--- config.mk ---
export PLATFORM = sky130hd
export DESIGN_NAME = in_block_rx_flat
export DESIGN_NICKNAME = d
export VERILOG_FILES = /design/src/rtl/in_block_rx_if.sv /design/src/rtl/in_block_rx.sv /design/src/flat_wrapper.sv
export SDC_FILE = /design/constraint.sdc
export NUM_CORES = 1
export LEC_CHECK = 0
export CORE_ASPECT_RATIO = 1.2
export CORE_MARGIN = 8
export CORE_UTILIZATION = 40
export DETAILED_ROUTE_END_ITERATION = 16
export PLACE_DENSITY = 0.6
export SLEW_MARGIN = 0
export SYNTH_ARGS = -nofsm -noshare
export SYNTH_HDL_FRONTEND = slang
export SYNTH_SLANG_ARGS = --single-unit
--- constraint.sdc ---
create_clock -name clk -period 2.28 [get_ports clk]
set_input_delay 0.456 -clock clk [delete_from_list [all_inputs] [get_ports clk]]
set_output_delay 0.456 -clock clk [all_outputs]
set_load 0.05 [all_outputs]
--- src/rtl/in_block_rx_if.sv ---
// rtl/in_block_rx_if.sv - CPU/UART-side signal bundle for the in_block_rx input unit
interface in_block_rx_if #(
  parameter int CHARS_PER_WORD = 5,
  parameter int ADDR_W         = 12
);
  localparam int W = 6 * CHARS_PER_WORD;

  logic              start;
  logic [ADDR_W-1:0] addressin;
  logic [7:0]        byte_in;
  logic              byte_valid;
  logic              store;
  logic [W-1:0]      out;
  logic [ADDR_W-1:0] addressout;
  logic              request;
  logic              stop;
  logic              busy;
  logic              overrun;

  modport slave (
    input  start, addressin, byte_in, byte_valid, store,
    output out, addressout, request, stop, busy, overrun
  );

  modport master (
    output start, addressin, byte_in, byte_valid, store,
    input  out, addressout, request, stop, busy, overrun
  );
endinterface

--- src/rtl/in_block_rx.sv ---
// rtl/in_block_rx.sv - ASCII-to-MIX block input unit with word FIFO and queued IN
// Define IN_LCFOLD_EN to map lowercase a-z onto the A-Z codes.
module in_block_rx #(
  parameter int CHARS_PER_WORD  = 5,
  parameter int WORDS_PER_BLOCK = 16,
  parameter int FIFO_DEPTH      = 4,
  parameter int ADDR_W          = 12
) (
  input  logic          clk,
  input  logic          reset_n,
  in_block_rx_if.slave  rx_if
);
  localparam int W  = 6 * CHARS_PER_WORD;
  localparam int CW = $clog2(CHARS_PER_WORD + 1);
  localparam int WC = $clog2(WORDS_PER_BLOCK + 1);
  localparam int PW = $clog2(FIFO_DEPTH);
  localparam logic [CW-1:0] LAST_CHAR = CW'(CHARS_PER_WORD - 1);
  localparam logic [WC-1:0] LAST_WORD = WC'(WORDS_PER_BLOCK - 1);
  localparam logic [PW:0]   FULL      = (PW + 1)'(FIFO_DEPTH);
  localparam logic [PW:0]   ONE       = (PW + 1)'(1);

  typedef enum logic [1:0] {S_IDLE, S_RUN, S_PAD, S_DRAIN} state_t;

  function automatic logic [5:0] mix_code(input logic [7:0] b);
    logic [7:0] u;
    logic [5:0] c;
    u = b;
`ifdef IN_LCFOLD_EN
    if (b >= 8'h61 && b <= 8'h7A) u = b - 8'h20;
`endif
    c = 6'd0;
    if (u >= 8'h41 && u <= 8'h49)      c = 6'(u - 8'h40);
    else if (u >= 8'h4A && u <= 8'h52) c = 6'(u - 8'h3F);
    else if (u >= 8'h53 && u <= 8'h5A) c = 6'(u - 8'h3D);
    else if (u >= 8'h30 && u <= 8'h39) c = 6'(u - 8'h12);
    else begin
      case (u)
        8'h2E: c = 6'd40;  8'h2C: c = 6'd41;  8'h28: c = 6'd42;  8'h29: c = 6'd43;
        8'h2B: c = 6'd44;  8'h2D: c = 6'd45;  8'h2A: c = 6'd46;  8'h2F: c = 6'd47;
        8'h3D: c = 6'd48;  8'h24: c = 6'd49;  8'h3C: c = 6'd50;  8'h3E: c = 6'd51;
        8'h40: c = 6'd52;  8'h3B: c = 6'd53;  8'h3A: c = 6'd54;  8'h27: c = 6'd55;
        default: c = 6'd0;
      endcase
    end
    return c;
  endfunction

  state_t            state_q, state_d;
  logic              stop_q, stop_d;
  logic              overrun_q, overrun_d;
  logic              pending_q, pending_d;
  logic [ADDR_W-1:0] pend_addr_q, pend_addr_d;
  logic [ADDR_W-1:0] addr_q, addr_d;
  logic [CW-1:0]     char_cnt_q, char_cnt_d;
  logic [WC-1:0]     word_cnt_q, word_cnt_d;
  logic [W-1:0]      shift_q, shift_d;
  logic [W-1:0]      mem_q [FIFO_DEPTH];
  logic [PW-1:0]     wr_ptr_q, rd_ptr_q;
  logic [PW:0]       count_q, count_d;

  logic         busy, request, fifo_full;
  logic         char_due, word_done, push, take, pop;
  logic [5:0]   char_val;
  logic [W-1:0] new_word;

  assign busy      = (state_q != S_IDLE);
  assign fifo_full = (count_q == FULL);
  assign request   = busy && (count_q != '0);
  assign pop       = rx_if.store && request;

  // PAD feeds a zero character every cycle; RUN takes printable bytes only
  assign char_due  = (state_q == S_PAD) ||
                     (state_q == S_RUN && rx_if.byte_valid && rx_if.byte_in >= 8'h20);
  assign char_val  = (state_q == S_PAD) ? 6'd0 : mix_code(rx_if.byte_in);
  assign word_done = char_due && (char_cnt_q == LAST_CHAR);
  assign push      = word_done && !fifo_full;
  assign take      = char_due && !(word_done && fifo_full);
  assign new_word  = (shift_q << 6) | W'(char_val);

  always_comb begin
    state_d     = state_q;
    stop_d      = 1'b0;
    overrun_d   = overrun_q;
    pending_d   = pending_q;
    pend_addr_d = pend_addr_q;
    addr_d      = addr_q;
    char_cnt_d  = char_cnt_q;
    word_cnt_d  = word_cnt_q;
    shift_d     = shift_q;
    count_d     = count_q;

    if (push && !pop)      count_d = count_q + ONE;
    else if (pop && !push) count_d = count_q - ONE;

    if (take) begin
      if (word_done) begin
        char_cnt_d = '0;
        shift_d    = '0;
        word_cnt_d = word_cnt_q + 1'b1;
      end else begin
        char_cnt_d = char_cnt_q + 1'b1;
        shift_d    = new_word;
      end
    end
    if (state_q == S_RUN && word_done && fifo_full) overrun_d = 1'b1;
    if (pop) addr_d = addr_q + 1'b1;
    if (rx_if.start && busy && !pending_q) begin
      pending_d   = 1'b1;
      pend_addr_d = rx_if.addressin;
      overrun_d   = 1'b0;
    end

    case (state_q)
      S_IDLE: begin
        if (rx_if.start) begin
          state_d   = S_RUN;
          addr_d    = rx_if.addressin;
          stop_d    = 1'b1;
          overrun_d = 1'b0;
        end
      end
      S_RUN: begin
        if (push && word_cnt_q == LAST_WORD) state_d = S_DRAIN;
        else if (rx_if.byte_valid && rx_if.byte_in == 8'h0D) state_d = S_PAD;
      end
      S_PAD: begin
        if (push && word_cnt_q == LAST_WORD) state_d = S_DRAIN;
      end
      S_DRAIN: begin
        // A start landing on the handover cycle itself is taken as the queued IN
        if (pop && count_q == ONE) begin
          word_cnt_d = '0;
          if (pending_q || rx_if.start) begin
            addr_d    = pending_q ? pend_addr_q : rx_if.addressin;
            pending_d = 1'b0;
            stop_d    = 1'b1;
            state_d   = S_RUN;
          end else begin
            state_d = S_IDLE;
          end
        end
      end
      default: state_d = S_IDLE;
    endcase
  end

  always_ff @(posedge clk or negedge reset_n) begin
    if (!reset_n) begin
      state_q     <= S_IDLE;
      stop_q      <= 1'b0;
      overrun_q   <= 1'b0;
      pending_q   <= 1'b0;
      pend_addr_q <= '0;
      addr_q      <= '0;
      char_cnt_q  <= '0;
      word_cnt_q  <= '0;
      shift_q     <= '0;
      wr_ptr_q    <= '0;
      rd_ptr_q    <= '0;
      count_q     <= '0;
      for (int i = 0; i < FIFO_DEPTH; i++) mem_q[i] <= '0;
    end else begin
      state_q     <= state_d;
      stop_q      <= stop_d;
      overrun_q   <= overrun_d;
      pending_q   <= pending_d;
      pend_addr_q <= pend_addr_d;
      addr_q      <= addr_d;
      char_cnt_q  <= char_cnt_d;
      word_cnt_q  <= word_cnt_d;
      shift_q     <= shift_d;
      count_q     <= count_d;
      if (push) begin
        mem_q[wr_ptr_q] <= new_word;
        wr_ptr_q        <= wr_ptr_q + 1'b1;
      end
      if (pop) rd_ptr_q <= rd_ptr_q + 1'b1;
    end
  end

  assign rx_if.out        = mem_q[rd_ptr_q];
  assign rx_if.addressout = addr_q;
  assign rx_if.request    = request;
  assign rx_if.stop       = stop_q;
  assign rx_if.busy       = busy;
  assign rx_if.overrun    = overrun_q;
endmodule

--- src/flat_wrapper.sv ---
// flat-port wrapper written by rule: the top's interface ports become plain ports
module in_block_rx_flat 
#(
  parameter int CHARS_PER_WORD  = 5,
  parameter int WORDS_PER_BLOCK = 16,
  parameter int FIFO_DEPTH      = 4,
  parameter int ADDR_W          = 12
)
  (clk, reset_n, rx_if_start, rx_if_addressin, rx_if_byte_in, rx_if_byte_valid, rx_if_store, rx_if_out, rx_if_addressout, rx_if_request, rx_if_stop, rx_if_busy, rx_if_overrun);
  in_block_rx_if #(.CHARS_PER_WORD(CHARS_PER_WORD), .ADDR_W(ADDR_W)) rx_if_i ();
  input  logic clk;
  input  logic reset_n;
  input wire logic [$bits(rx_if_i.start)-1:0] rx_if_start;
  input wire logic [$bits(rx_if_i.addressin)-1:0] rx_if_addressin;
  input wire logic [$bits(rx_if_i.byte_in)-1:0] rx_if_byte_in;
  input wire logic [$bits(rx_if_i.byte_valid)-1:0] rx_if_byte_valid;
  input wire logic [$bits(rx_if_i.store)-1:0] rx_if_store;
  output wire logic [$bits(rx_if_i.out)-1:0] rx_if_out;
  output wire logic [$bits(rx_if_i.addressout)-1:0] rx_if_addressout;
  output wire logic [$bits(rx_if_i.request)-1:0] rx_if_request;
  output wire logic [$bits(rx_if_i.stop)-1:0] rx_if_stop;
  output wire logic [$bits(rx_if_i.busy)-1:0] rx_if_busy;
  output wire logic [$bits(rx_if_i.overrun)-1:0] rx_if_overrun;
  assign rx_if_i.start = rx_if_start;
  assign rx_if_i.addressin = rx_if_addressin;
  assign rx_if_i.byte_in = rx_if_byte_in;
  assign rx_if_i.byte_valid = rx_if_byte_valid;
  assign rx_if_i.store = rx_if_store;
  assign rx_if_out = rx_if_i.out;
  assign rx_if_addressout = rx_if_i.addressout;
  assign rx_if_request = rx_if_i.request;
  assign rx_if_stop = rx_if_i.stop;
  assign rx_if_busy = rx_if_i.busy;
  assign rx_if_overrun = rx_if_i.overrun;
  in_block_rx #(.CHARS_PER_WORD(CHARS_PER_WORD), .WORDS_PER_BLOCK(WORDS_PER_BLOCK), .FIFO_DEPTH(FIFO_DEPTH), .ADDR_W(ADDR_W)) u_core (.clk(clk), .reset_n(reset_n), .rx_if(rx_if_i));
endmodule
Word-level counts from Yosys, hierarchy flattened. Cells that the tools add are included.

Register bits: 188. Bits of input ports: 25. Output and inout port bits: 46. Word-level logic and storage cells: 149.

$add $sub $neg: 11. $lt $le $gt $ge: 12. Eq/ne operators: 28. Mux-type cells: 45. Bitwise gates (word level): 3. Reduce and logical (&&, ||, !) cells: 34.

Operators by type and width (number): $bwmux 120 (1); $eq 8x6->1 const B (15); $pmux 6 s16 (1); $mux 30 (3); $bmux 30 s2 (1); $demux 30 s2 (1); $mux 12 (5); $mux 6 (5); $or 30x6->30 (1); $ge 8x7->1 const B (3); $le 8x7->1 const B (3); $mux 24 (1); $pmux 12 s2 (1); $logic_and 1x1->1 (22); $mux 5 (4); $ge 8x6->1 const B (2); $add 12x1->12 const B (1); $mux 1 (12); $sub 6x6->6 const B (2); $mux 2 (5); $mux 3 (3); $eq 8x4->1 const B (1); $eq 8x7->1 const B (1); $le 8x6->1 const B (1); other kinds (25) (38).

Depth between registers and ports, before layout. Gate-level depths: netlist (run 1).

Depth in word-level cells: 11. Mapped depth: 11. Depth with buffers taken out: 9.

Least setup slack after synthesis (run 1). Ideal clock, no wire load.

Kind: reg-to-reg. Start: register u_core.state_q[0]. End: register u_core.count_q[2]. Setup time: 0.125 ns. Arrival time: 2.364 ns. Required time: 2.155 ns. Path slack: -0.210 ns. Stages on the path, launching flop included: 12. Buffers on the path: 2. Clock period less this slack: 2.490 ns. Path through: dfrtp_1 > inv_1 > ha_1 > buf_2 > a21oi_1 > or2_1 > nor3b_4 > clkbuf_1 > ha_1 > mux2i_1 > nor2_1 > xor2_1.

Cells in the longest elaborated chain, start to end: 9. Elaborated cells on any way between the ends: 16. Those cells by class: eq/ne: 2; mux: 1; reduce/logical: 13.

Ends and longest elaborated chain: start, declared (RTL line in_block_rx.sv:48) `state_t state_q, state_d;`; start signal, assigned (RTL line in_block_rx.sv:163) `state_q <= state_d;`; $eq 2x1->1 (RTL line in_block_rx.sv:73) `(state_q == S_RUN && rx_if.byte_valid && rx_if.byte_in >= 8'h20);`; $logic_and 1x1->1 (2 in a row) (RTL line in_block_rx.sv:73); $logic_or 1x1->1 * (RTL line in_block_rx.sv:72) `assign char_due = (state_q == S_PAD) ||`; $logic_and 1x1->1 * (RTL line in_block_rx.sv:75) `assign word_done = char_due && (char_cnt_q == LAST_CHAR);`; $logic_and 1x1->1 * (RTL line in_block_rx.sv:76) `assign push = word_done && !fifo_full;`; net u_core.push (RTL line in_block_rx.sv:62) `logic char_due, word_done, push, take, pop;`; $logic_not 1->1 (RTL line in_block_rx.sv:93) `else if (pop && !push) count_d = count_q - ONE;`; $logic_and 1x1->1 (RTL line in_block_rx.sv:93); $reduce_bool 2->1 (no source line); end signal, assigned (RTL line in_block_rx.sv:172) `count_q <= count_d;`; end, declared (RTL line in_block_rx.sv:59) `logic [PW:0] count_q, count_d;`.

Mark *: on every way through the listed nets, which the timed path passes. The rest lies on a longest branch. A chain may end at the register's enable or synchronous reset.

Worst setup path in the final report (run 1).
Start: register u_core.rd_ptr_q[0]. End: output rx_if_out[19].

Cells in the longest elaborated chain, start to end: 4.

Ends and longest elaborated chain: start, declared (RTL line in_block_rx.sv:58) `logic [PW-1:0] wr_ptr_q, rd_ptr_q;`; start signal, assigned (RTL line in_block_rx.sv:177) `if (pop) rd_ptr_q <= rd_ptr_q + 1'b1;`; $not 2->3 (not written as such) (RTL line in_block_rx.sv:181) `assign rx_if.out = mem_q[rd_ptr_q];`; $bmux 30 s2 (RTL line in_block_rx.sv:181); $mux 30 (not written as such) (2 in a row) (RTL line in_block_rx.sv:181); end, declared (RTL line flat_wrapper.sv:18) `output wire logic [$bits(rx_if_i.out)-1:0] rx_if_out;`.

No other way between the ends. The select of a mux whose other input is x is not followed.

==> qor.yml, run 1 <==
cts_num_sinks: 188
worstPathArrival_ns: 1.86
area_growth_pct: 35.6
relSlewSlack_pct: 64.9
drcViolationCount: 0
ctsLongestPathBuffers: 2
switching_share_pct: 37.9
die_y_um: 183
synthCells: 733
final_cell_area_sq_um: 12600
p_per_area_nw_per_um2: 1190
routed_wl_um: 23300
holdCritStartpoint: "u_core.mem_q[1]"
cp_max_fo: 6
drv_cap: 0
hpwlAfterDp_um: 16300
h-tree-depth: 4
path_cells: "buf_12 -> clkbuf_16 -> mux4_2 -> buf_12"
synth-compound-area-share_pct: 10.9
ys_async_sr_fraction_pct: 100
placed_cell_area_sq_um: 11400
firstDrtPassIters: 4
maxSlewViolCount: 0
setup_viol: 10
antenna_cells: 0
worst_slew_pin_slew_ns: 0.525
cp_slowest_cell: "mux4_2"
ioPinCount: 71
yosysSeqAreaShare_pct: 50.8
first_global_vias: 7197
fp.coreArea_sq_um: 23000
rsz0062_at_grt: "true"
p_leak_nw: 5.80
setup_ws_ns: -0.0345
timing.fmax_mhz: 432
nets: 959
initial_core_util_pct: 40.3
die_area_sq_um: 28300
grt_max_degree: 58
ys_seq_elements: 188
synth_edf_count: 0
crit_path_start: "u_core.rd_ptr_q[0]"
synthAdderAreaFrac_pct: 3.65
power_switching_mw: 5.66
fin_skew_ns: 0.0132
synth_area_leaders: "dfrtp_1 51%, mux2_2 13%, mux4_2 7.3%"
finalPower_mw: 14.9
io_buffer_count: 70
vias: 6534
synthMuxAreaShare_pct: 21.1
synthesis.nets: 785
cts_root_buf: "clkbuf_16"
comb_power_share_pct: 44.9
seq_power_share_pct: 35.2
grt_util_all_layers_pct: 16.8
synthXorXnorAreaFrac_pct: 2.55
netlist_area_sq_um: 9270
endpoint_kind: "primary output"
drt-vias-per-instance: 5.29
synth.top_cell.area_share_pct: 50.8
syn_area_per_cell_sq_um: 12.6
dp_slack_ns: -0.609
worst_ir_drop_vdd_mv: 1.06
postLayoutCoreUtil_pct: 54.7
drt_iter0_drc: 371
hold_path_class: "reg -> reg"
grt_pass1_wl_um: 38000
rr_startpoint: "u_core.state_q[0]"
dieWidth_um: 155
power.internal_mw: 9.25
path_common_cell: "buf_12"
synth_top_area_cell: "dfrtp_1"
clk_pin_slew_ns: 0.07
synth_simple_gate_area_share_pct: 8.17
synth_cell_types: 68
worst-path-buf-inv: 3
status: "complete, but fails checks"
violations: "negative setup slack"
fin_crit_ns: 2.31
cpLargestDelayFamily: "multiplexers"
max_stage_delay_ns: 0.55
period_share_pct: 102
cts_tree: "built"
antenna_found_initial: 0
clkPwrFrac_pct: 19.9
required_ns: 1.82
drive_gt1_share_pct: 42.5
rows: 61
yosysWarnings: 0
post_drt_wl_per_cell_um: 18.9
cts-buffers-inserted: 17
gp_congestion: 0.897
insertion_delay_ns: 0.43
grt-ovfl-total: 0
cp-start-kind: "flop"
path_class: "reg -> out"
ant_nets: 0
synth_top_family_by_area: "multiplexers"
synthFlopType: "dfrtp_1"
whs_ns: 0.477
hold_violations: 0
## worst paths after layout
kind | slack (ns) | cells past startpoint | to
hold reg to reg | 0.48 | 2 | u_core.mem_q[1]
min in group asynchronous | 0.51 | 2 | u_core.mem_q[116]
hold / removal | 0.48 | 2 | u_core.mem_q[1]
setup reg to reg | 0.08 | 10 | u_core.mem_q[11]
setup / recovery | -0.03 | 4 | rx_if_out[19]
max in group asynchronous | 1.07 | 3 | u_core.count_q[1]
## power groups by stage
stage	Sequential (mW)	Combinational (mW)	Clock [mW]
finish	5.25	6.69	2.97
global route	5.39	7.18	3.18
CTS	5.24	6.37	3.03
detailed placement	5.30	6.27	0
global placement	5.18	6.12	0
floorplan	5.26	3.56	0
## logic make-up after synthesis
group / Yosys count
buf+inv: 60
mux: 144
xor+xnor: 27
fa+ha+maj: 27
simple gates: 146
flops: 188
compound gates: 141
## synthesized netlist by cell type (all sizes together), types with 3 or more instances
cell type / number
a211oi: 4
a21o: 4
a21oi: 22
a221o: 4
a22o: 19
a22oi: 10
a31oi: 8
and3: 4
buf: 29
clkbuf: 12
dfrtp: 188
ha: 27
inv: 19
mux2: 111
mux2i: 3
mux4: 30
nand2: 58
nand2b: 6
nand3: 6
nand4: 5
nor2: 32
nor3: 4
nor3b: 5
nor4: 4
nor4b: 3
o21a: 3
o21ai: 42
o221ai: 3
o31ai: 6
or3: 3
xnor2: 13
xor2: 14
## final cells by class
cell class              count  area [sq um]
multi-input cells         486          4620
clock inverters            15           166
fillers                  1888         10400
clock buffers              17           425
inverters                  19          71.3
repair buffers            195          2180
flip-flops and latches    188          4710
well taps                 315           394
## sequential cells by signal, summed over array words and instances (netlist names), 3 cells and up
signal and cells:
u_core.shift_q 24, u_core.mem_q 120, u_core.rx_if.addressout 12, u_core.count_q 3, u_core.char_cnt_q 3, u_core.pend_addr_q 12
u_core.word_cnt_q 5
## stage by stage
step / TNS, ns / std cells
finish: -0.164 / 1235
floorplan: 0 / 733
global placement: -56.72 / 1186
global route: -1.54 / 1235
CTS: -0.944 / 1225
detailed placement: -60.54 / 1186
## layer usage
metal / part of all wire, % / global-route usage, % / vias up / wire [um]
met2: 53 / 30.1 / 124 / 12400
met1: 41 / 19.6 / 3318 / 9660
met3: 3.1 / 3.60 / 34 / 712
li1: - / - / 3058 / -
met5: 0 / 0 / - / 0
met4: 2.3 / 5.77 / 0 / 547
## worst reg2reg max path, delay by kind of cell (launching register included)
| kind | cells | cell delay, ns |
|---|---|---|
| fa+ha+maj | 1 | 0.14 |
| flops | 1 | 0.39 |
| buf+inv | 4 | 0.63 |
| simple gates | 4 | 0.62 |
| mux | 1 | 0.29 |
## what timing repair did
item                                    in CTS  in global routing
resized for setup                           30                 47
setup buffers                                5                  7
hold buffers                                 1                  0
endpoints found under the hold margin       42                  0
pin swaps                                    8                 13
endpoints found under the setup margin      98                160
gates cloned                                 1                  4
## layout by cell type (no fill, tap or decap), types with 15 or more instances in the layout
cell type,instances
a21oi_1,20
a22o_1,19
buf_12,42
buf_4,103
clkbuf_16,20
clkdlybuf4s50_1,31
dfrtp_1,187
ha_1,22
inv_1,15
mux2_2,110
mux4_2,30
nand2_1,51
nor2_1,31
o21ai_0,25
o21ai_1,15
Power figures use the tool's default switching activity.
==> inputs of run 2 (changes only) <==
--- a/config.mk
+++ b/config.mk
@@ -6,8 +6,8 @@
 export NUM_CORES = 1
 export LEC_CHECK = 0
 export CORE_ASPECT_RATIO = 1.2
-export CORE_MARGIN = 8
 export CORE_UTILIZATION = 40
+export CTS_CLUSTER_DIAMETER = 30
 export DETAILED_ROUTE_END_ITERATION = 16
 export PLACE_DENSITY = 0.6
 export SLEW_MARGIN = 0
==> run 2 against run 1 <==
Net effect:
- the flow finishes with violations (negative hold slack, negative setup slack)
- flip-flop and latch count did not move
- worst setup slack improved by 0.027 ns
- non-clock buffer count fell by 7
- core utilization rose by 0.50 points
- clock skew fell by 0.0048 ns
- via count fell by 1.2%
- die area fell by 16%
- critical path type unchanged
- critical endpoint is now rx_if_out[5]
==> qor.yml, run 2 (synthesis results as in run 1) <==
insertion_delay_ns: 0.43  # about the same
final_cell_area_sq_um: 12500  # was 12600 sq um
whs_ns: -0.0180  # was 0.477 ns
rows: 60  # was 61
p_per_area_nw_per_um2: 1180  # was 1190 nW/um^2
setup_viol: 3  # was 10
routed_wl_um: 22300  # was 23300 um
drt-vias-per-instance: 5.28  # was 5.29
clk_pin_slew_ns: 0.07  # about the same
hold_path_class: "in -> async"  # was reg -> reg
path_class: "reg -> out"  # unchanged
status: "complete, but fails checks"  # unchanged
grt_util_all_layers_pct: 19.6  # was 16.8%
post_drt_wl_per_cell_um: 18.2  # was 18.9 um
cts_root_buf: "clkbuf_16"  # unchanged
final_common_cell: "dfrtp_1"  # unchanged
largest_reg_flops: 120  # unchanged
die_y_um: 169  # was 183 um
drive_gt1_share_pct: 41.8  # was 42.5%
rsz0062_at_grt: "true"  # unchanged
relSlewSlack_pct: 63.0  # was 64.9%
antenna_found_initial: 0  # unchanged
hold_violations: 10  # was 0
ctsLongestPathBuffers: 2  # unchanged
firstDrtPassIters: 4  # unchanged
cp_max_fo: 15  # was 6
nets: 951  # was 959
die_area_sq_um: 23800  # was 28300 sq um
placed_cell_area_sq_um: 11400  # about the same
cp-start-kind: "flop"  # unchanged
required_ns: 1.82  # about the same
cts-buffers-inserted: 17  # unchanged
drt_iter0_drc: 257  # was 371
setup_tns_ns: -0.0169  # was -0.164 ns
grt_max_degree: 59  # was 58
antenna_cells: 0  # unchanged
initial_core_util_pct: 41.0  # was 40.3%
reg2regPathDepth: 9  # was 10
fp.coreArea_sq_um: 22600  # was 23000 sq um
dieWidth_um: 141  # was 155 um
fin_crit_ns: 2.29  # was 2.31 ns
violations: "negative hold slack, negative setup slack"  # was negative setup slack
first_global_vias: 7051  # was 7197
worst_ir_drop_vdd_mv: 0.884  # was 1.06 mV
area_growth_pct: 34.6  # was 35.6%
gp_congestion: 0.825  # was 0.897
cts_tree: "built"  # unchanged
io_buffer_count: 70  # unchanged
cts_num_sinks: 188  # unchanged
vias: 6456  # was 6534
worstPathArrival_ns: 1.83  # was 1.86 ns
drcViolationCount: 0  # unchanged
worst_slew_pin_slew_ns: 0.554  # was 0.525 ns
setup_ws_ns: -0.00767  # was -0.0345 ns
h-tree-depth: 4  # unchanged
drv_cap: 0  # unchanged
ioPinCount: 71  # unchanged
hpwlAfterDp_um: 15900  # was 16300 um
final_cell_mix: "185 x dfrtp_1, 110 x mux2_2, 94 x buf_4, 54 x nand2_1, 46 x buf_12"  # was 187 x dfrtp_1, 110 x mux2_2, 103 x buf_4, 51 x nand2_1, 42 x buf_12
grt-ovfl-total: 0  # unchanged
maxSlewViolCount: 0  # unchanged
reg_top3: "u_core.mem_q x120, u_core.shift_q x24"  # unchanged
fin_skew_ns: 0.00840  # was 0.0132 ns
timing.fmax_mhz: 437  # was 432 MHz
grt_pass1_wl_um: 36400  # was 38000 um
ant_nets: 0  # unchanged
period_share_pct: 100  # was 102%
top_register: "u_core.mem_q"  # unchanged
endpoint_kind: "primary output"  # unchanged
p_leak_nw: 5.72  # was 5.80 nW
-- run 2: metal layers --
| metal | global-route usage, % | share of wire, % | vias up | wire, um |
|---|---|---|---|---|
| met5 | 0 | 0 | - | 0 |
| met4 | 7.09 | 2.0 | 0 | 446 |
| met3 | 3.14 | 2.3 | 29 | 509 |
| met2 | 35.8 | 54 | 90 | 12000 |
| met1 | 23.2 | 42 | 3296 | 9370 |
| li1 | - | - | 3041 | - |
-- run 2: power breakdown --
group          total [mW]  internal, mW  switching, mW
Combinational        6.48          3.21           3.27
Sequential           5.27          4.40          0.866
Clock                3.01          1.66           1.35
Total                14.8          9.27           5.49
-- run 2: critical path, stage by stage (launching register included) --
cell     delay (ns)
dfrtp_2        0.43
buf_12         0.20
mux4_2         0.58
buf_12         0.18
-- run 2: cell type report --
cell class                      instances  area, sq um
Timing Repair Buffer                  188         2160
Tap cell                              310          388
Clock buffer                           17          425
Clock inverter                         15          180
Multi-Input combinational cell        485         4540
Fill cell                            1864        10100
Inverter                               19         71.3
Sequential cell                       188         4710
-- run 2: metrics by stage --
stage | worst slack, ns | instances | utilization [%] | power (mW)
2_1_floorplan | 0.00347 | 733 | - | 8.82
3_3_place_gp | -0.606 | 1175 | 50.6 | 11.3
3_5_place_dp | -0.685 | 1175 | 50.6 | 11.6
4_1_cts | -0.0498 | 1210 | 53.8 | 14.7
5_1_grt | -0.0858 | 1222 | 55.2 | 15.6
6_report | -0.00767 | 1222 | 55.2 | 14.8
-- run 2: final timing paths --
kind                                     from           endpoint  slack, ns
hold / removal                        reset_n  u_core.mem_q[118]      -0.02
hold reg to reg              u_core.mem_q[32]   u_core.mem_q[32]       0.47
setup / recovery           u_core.rd_ptr_q[0]       rx_if_out[5]     -0.008
max in group asynchronous             reset_n  u_core.state_q[1]       1.58
setup reg to reg            u_core.state_q[1]  u_core.state_q[1]       0.03
min in group clk             u_core.mem_q[32]   u_core.mem_q[32]       0.47
-- run 2: what timing repair did --
item,CTS,global route
pin swaps,5,13
setup endpoints to repair,58,90
hold buffers,0,0
gates resized for setup,33,40
setup buffers,3,9
cloned,0,4
==> inputs of run 3 (changes only) <==
--- a/config.mk
+++ b/config.mk
@@ -14,3 +14,4 @@
 export SYNTH_ARGS = -nofsm -noshare
 export SYNTH_HDL_FRONTEND = slang
 export SYNTH_SLANG_ARGS = --single-unit
+export TNS_END_PERCENT = 100
==> results of run 3 <==
No change in the layout: final DEF, timing and power equal those of run 2.
